File: src/rtl/operand_fetch_sequencer.sv
// Operand fetch sequencer: owns a single-port register file, fetches up to two
// source operands per instruction and hands them to the ALU stage. Writeback
// always wins the port; blocked reads retry and are counted in stallCount.
module operand_fetch_sequencer #(
    parameter int DATA_WIDTH      = 32,
    parameter int ZERO_REG        = 31,
    parameter int STALL_CNT_WIDTH = 16
) (
    input  logic                       clock,
    input  logic                       reset,
    input  logic                       issueValid,
    output logic                       issueReady,
    input  logic [4:0]                 issueReg1,
    input  logic [4:0]                 issueReg2,
    input  logic                       issueAluSRC,
    input  logic [DATA_WIDTH-1:0]      issueOffset,
    input  logic                       wbValid,
    input  logic [4:0]                 wbReg,
    input  logic [DATA_WIDTH-1:0]      wbData,
    output logic [4:0]                 rfAddr,
    output logic                       rfWriteEn,
    output logic [DATA_WIDTH-1:0]      rfWriteData,
    input  logic [DATA_WIDTH-1:0]      rfReadData,
    output logic                       opValid,
    input  logic                       opReady,
    output logic [DATA_WIDTH-1:0]      readData1,
    output logic [DATA_WIDTH-1:0]      readData2,
    output logic [DATA_WIDTH-1:0]      pcOffsetFilled,
    output logic [STALL_CNT_WIDTH-1:0] stallCount
);

    localparam logic [4:0] ZR = 5'(ZERO_REG);

    typedef enum logic [1:0] {IDLE, RD1, RD2, OUT} state_t;

    state_t                     r_state, w_next;
    logic [4:0]                 r_reg1, r_reg2;
    logic                       r_alusrc;
    logic [DATA_WIDTH-1:0]      r_offset, r_rd1, r_rd2;
    logic [STALL_CNT_WIDTH-1:0] r_stall;

    logic       w_wr, w_reading, w_rd_zero, w_stall, w_capture;
    logic [4:0] w_rd_sel;

    // A write needs the port unless it targets the zero register; reset
    // suppresses it so nothing reaches the RF in a reset cycle.
    assign w_wr      = reset && wbValid && (wbReg != ZR);
    assign w_reading = (r_state == RD1) || (r_state == RD2);
    assign w_rd_sel  = (r_state == RD2) ? r_reg2 : r_reg1;
    // Zero-register reads never touch the port, so they cannot be blocked.
    assign w_rd_zero = (w_rd_sel == ZR);
    assign w_stall   = w_reading && w_wr && !w_rd_zero;
    assign w_capture = w_reading && !w_stall;

    assign readData1      = r_rd1;
    assign readData2      = r_rd2;
    assign pcOffsetFilled = r_offset;
    assign stallCount     = r_stall;

    // Next state, handshake signals and port arbitration (writeback first).
    always_comb begin
        w_next      = r_state;
        issueReady  = 1'b0;
        opValid     = 1'b0;
        rfWriteEn   = 1'b0;
        rfAddr      = '0;
        rfWriteData = '0;
        if (reset) begin
            if (w_wr) begin
                rfWriteEn   = 1'b1;
                rfAddr      = wbReg;
                rfWriteData = wbData;
            end else if (w_reading && !w_rd_zero) begin
                rfAddr = w_rd_sel;
            end
            case (r_state)
                IDLE: begin
                    issueReady = 1'b1;
                    if (issueValid) w_next = RD1;
                end
                RD1: if (w_capture) w_next = r_alusrc ? OUT : RD2;
                RD2: if (w_capture) w_next = OUT;
                OUT: begin
                    opValid = 1'b1;
                    if (opReady) w_next = IDLE;
                end
                default: w_next = IDLE;
            endcase
        end
    end

    // State, latched instruction fields, operand capture/bypass and stall counter.
    always_ff @(posedge clock) begin
        if (!reset) begin
            r_state  <= IDLE;
            r_reg1   <= '0;
            r_reg2   <= '0;
            r_alusrc <= 1'b0;
            r_offset <= '0;
            r_rd1    <= '0;
            r_rd2    <= '0;
            r_stall  <= '0;
        end else begin
            r_state <= w_next;
            if (r_state == IDLE && issueValid) begin
                r_reg1   <= issueReg1;
                r_reg2   <= issueReg2;
                r_alusrc <= issueAluSRC;
                r_offset <= issueOffset;
            end
            if (w_stall && (r_stall != {STALL_CNT_WIDTH{1'b1}}))
                r_stall <= r_stall + 1'b1;
            // Operand 1: capture in RD1, then track writes to its register.
            if (r_state == RD1 && w_capture)
                r_rd1 <= w_rd_zero ? '0 : rfReadData;
            else if ((r_state == RD2 || r_state == OUT) && w_wr && wbReg == r_reg1)
                r_rd1 <= wbData;
            // Operand 2: offset or register; only a register operand is bypassed.
            if (r_state == RD1 && w_capture && r_alusrc)
                r_rd2 <= r_offset;
            else if (r_state == RD2 && w_capture)
                r_rd2 <= w_rd_zero ? '0 : rfReadData;
            else if (r_state == OUT && !r_alusrc && w_wr && wbReg == r_reg2)
                r_rd2 <= wbData;
        end
    end

endmodule

File: config.mk
export PLATFORM = sky130hd
export DESIGN_NAME = operand_fetch_sequencer
export DESIGN_NICKNAME = d
export VERILOG_FILES = /design/src/rtl/operand_fetch_sequencer.sv
export SDC_FILE = /design/constraint.sdc
export NUM_CORES = 1
export LEC_CHECK = 0
export BUFFER_PORTS_ARGS = -buffer_cell sky130_fd_sc_hd__buf_2
export CELL_PAD_IN_SITES_DETAIL_PLACEMENT = 0
export CELL_PAD_IN_SITES_GLOBAL_PLACEMENT = 1
export CORE_MARGIN = 2
export CORE_UTILIZATION = 34
export CTS_CLUSTER_DIAMETER = 100
export CTS_CLUSTER_SIZE = 40
export DETAILED_ROUTE_END_ITERATION = 10
export PLACE_DENSITY_LB_ADDON = 0.05
export RECOVER_POWER = 25
export SYNTH_ARGS = -nofsm -noshare
export SYNTH_HDL_FRONTEND = slang
export SYNTH_SLANG_ARGS = --single-unit
File: constraint.sdc
create_clock -name clock -period 3.9 [get_ports clock]
set_input_delay 1.17 -clock clock [delete_from_list [all_inputs] [get_ports clock]]
set_output_delay 1.17 -clock clock [all_outputs]
set_load 0.03 [all_outputs]
==> results.toml <==
[outcome]
status = "complete, but fails checks"
failed_checks = "max-capacitance violations, max-slew violations"

[timing]
slew_headroom_pct = -20.3
whs_ns = 0.469
finalSetupTns_ns = 0
fin_crit_sh_pct = 93.2
worstMarginPinSlew_ns = 1.80
rsz0062_at_grt = "false"
finalHoldViolCount = 0
clock-skew-final_ns = 0.00778
setup_ws_ns = 0.266
fmax_mhz = 275
finalMaxSlewViolations = 44
period_minus_slack_ns = 3.63
setup_viol = 0

[critical_path]
r2r_slack_ns = 0.95
worst_path_max_delay_cell = "dfxtp_1"
endpoint = "rfAddr[1]"
crit_path_max_fanout = 8
path_cells = "inv_1, ha_1, and4b_1, and3_1, nor2_4, nand3_1, a221oi_1, buf_2"
worstPathArrival_ns = 2.46
r2r-start = "r_state[0]"
r2r-end = "readData2[4]"
startpoint = "r_state[0]"
cp-end-kind = "output pin"
r2r_cells = 7
start_kind = "flop"
required_ns = 2.73
criticalPathCategory = "flop to output pin"
cpPeakStageDelay_ns = 0.36

[clock_network]
cts_resized = 0
clkLatencyLatePin_ns = 0.42
clkSlewWorstSetupHoldPaths_ns = 0.05
clockRootBuffer = "clkbuf_16"
clock_sinks = 125
cts_setup_buffers = 0
cts_tree = "yes"
cts-buffers-inserted = 17
cts_hold_buf = 0
clock_path_buffers = 2
htreeDepth = 4

[layout]
final_util_pct = 45.7
drive_above_1_share_pct = 29.9
syn_to_final_growth_pct = 32.5
fill_cells = 1951
fin_nets = 1146

[floorplan]
rows = 50
die_area_um2 = 20000
die_w_um = 141
io_pins = 269
die_y_um = 141
initial_core_util_pct = 34.5
placeableCoreArea_um2 = 18600

[drt]
drc = 0
wl_mm = 24.6
firstDrtPassIters = 5
drt-wirelength-per-cell_um = 19.3
vias_per_cell = 5.26
route.vias.total = 6691
postRouteAntennaNets = 0
drt_iter0_drc = 305

[synthesis]
syn_area_per_cell_um2 = 8.13
ys_warn_count = 0
yosysSeqAreaShare_pct = 39.1
synth_top_flop_cell = "dfxtp_1"
netlist_area_um2 = 6410
synth_edf_count = 0
synth_fp_nets = 911
synth.distinct_cells = 55
ys_async_sr_fraction_pct = 0
ys_ff_latch = 125
syn-instance-count = 788

[placement]
port_buffers = 268
dp_slack_ns = 0.337
globalplace.congestion = 0.823
dp_hpwl_mm = 17.3

[global_routing]
antenna_found_initial = 0
grt-ovfl-total = 0
grt_usage_pct = 24.1
grt_start_max_net_pins = 65
first_global_vias = 6496
grt_pass1_wl_mm = 37.5

[pwr]
vdd_ir_drop_max_v = 0.000395
power.density_nw_per_um2 = 593
power_leakage_uw = 0.00359

[min_path]
hp-class = "flop to flop"

[run]
maxCapViolCount = 1
[final cells by class]
class                           count  area, um2  area share (%)
Inverter                           15       57.6           0.678
Antenna cell                        1       2.50          0.0295
Clock buffer                       20        447            5.26
Clock inverter                     12        145            1.71
Multi-Input combinational cell    578       3590            42.3
Tap cell                          234        293            3.45
Sequential cell                   125       2500            29.5
Timing Repair Buffer              286       1450            17.1
[synthesized netlist by cell type (3+ instances only)]
cell      instances  area, um2
buf_6             3       33.8
xnor2_1           9       78.8
buf_1             4       15.0
nand4_1          11       68.8
o21a_1           20        150
o221a_2          12        135
and2_1           37        231
a22oi_1          20        150
a221oi_2          5       75.1
o211ai_1          8       60.1
or3_1             3       18.8
ha_1              6       75.1
o21ai_0           8       40.0
clkbuf_1         52        195
nand2b_1          7       43.8
nor2_1           34        128
nand3_1          14       70.1
and4_1            5       43.8
a211oi_1          8       60.1
o221a_1          15        169
o31ai_1           3       22.5
a21oi_1          79        395
dfxtp_1         125       2500
nand2_1         170        638
nor4_1            8       50.1
inv_1            14       52.6
and3_1            9       56.3
nor3_1            5       25.0
mux2i_1          18        180
a311oi_1         32        280
a32oi_1           9       78.8
buf_2             9       45.0
[layout by cell type, fill, tap and decap left out, types with 9 or more instances in the layout]
cell type	netlist	routed
and2_1	37	36
mux2i_1	18	18
a32oi_1	9	9
nand3_1	14	14
xnor2_1	9	9
o221a_1	15	15
dfxtp_1	125	125
a21oi_1	79	79
inv_1	14	14
buf_4	2	16
nand4_1	11	11
clkbuf_16	0	17
o221a_2	12	12
o21a_1	20	20
clkbuf_1	52	40
a311oi_1	32	32
a22oi_1	20	20
buf_2	9	230
nor2_1	34	33
nand2_1	170	170
and3_1	9	9
[through the flow]
| step | area (um2) | total power, uW | instances |
|---|---|---|---|
| 2_1_floorplan | 6410 | 2860 | 788 |
| 3_5_place_dp | 7950 | 3480 | 1238 |
| 5_1_grt | 8490 | 5290 | 1270 |
| 3_3_place_gp | 7950 | 3480 | 1238 |
| 6_report | 8490 | 5040 | 1271 |
| 4_1_cts | 8540 | 5100 | 1270 |
[worst min-delay path by stage]
stage | from | end | slack (ns) | depth (start not counted)
after global placement | readData2[5] | readData2[5] | 0.45 | 2
final | readData2[1] | readData2[1] | 0.47 | 2
after CTS | readData2[1] | readData2[1] | 0.47 | 2
after global routing | readData2[3] | readData2[3] | 0.49 | 2
after floorplan | r_alusrc | r_alusrc | 0.44 | 2
after detailed placement | readData2[1] | readData2[1] | 0.46 | 2
[where the power goes]
| group | internal (uW) | total (uW) | switching [uW] |
|---|---|---|---|
| combinational | 530 | 1740 | 1210 |
| sequential | 1510 | 1680 | 174 |
| clock | 1010 | 1610 | 597 |
[critical path: cells and delay by family, from the launching register on]
kind / cells / cell delay, ns
AND/OR/NAND/NOR: 4 / 0.76
AO/OA/AOI/OAI: 1 / 0.26
flip-flops: 1 / 0.36
adder cells (fa/ha/maj): 1 / 0.31
buffers and inverters: 2 / 0.36
[metal layers]
layer / vias to the layer above / track usage, % / wire, um
li1: 3338 / - / -
met1: 3152 / 32.1 / 11300
met2: 180 / 40.6 / 11900
met3: 21 / 3.61 / 1010
met4: 0 / 6.79 / 327
met5: - / 0 / 0
[kinds of logic after synthesis]
group,share of synthesized area [%]
and+or+nand+nor,22.7
AOI/OAI and AO/OA,27.1
DFF,39.1
buffers and inverters,5.62
muxes,2.99
xor gates and xnor gates,1.37
adders and majority gates,1.17
[state kept, by name, summed over array words and instances (netlist names)]
signal,count
r_reg2,5
r_alusrc,1
readData2,32
r_state,2
stallCount,16
readData1,32
pcOffsetFilled,32
r_reg1,5
Note: power is estimated with default switching activity, not from simulation.
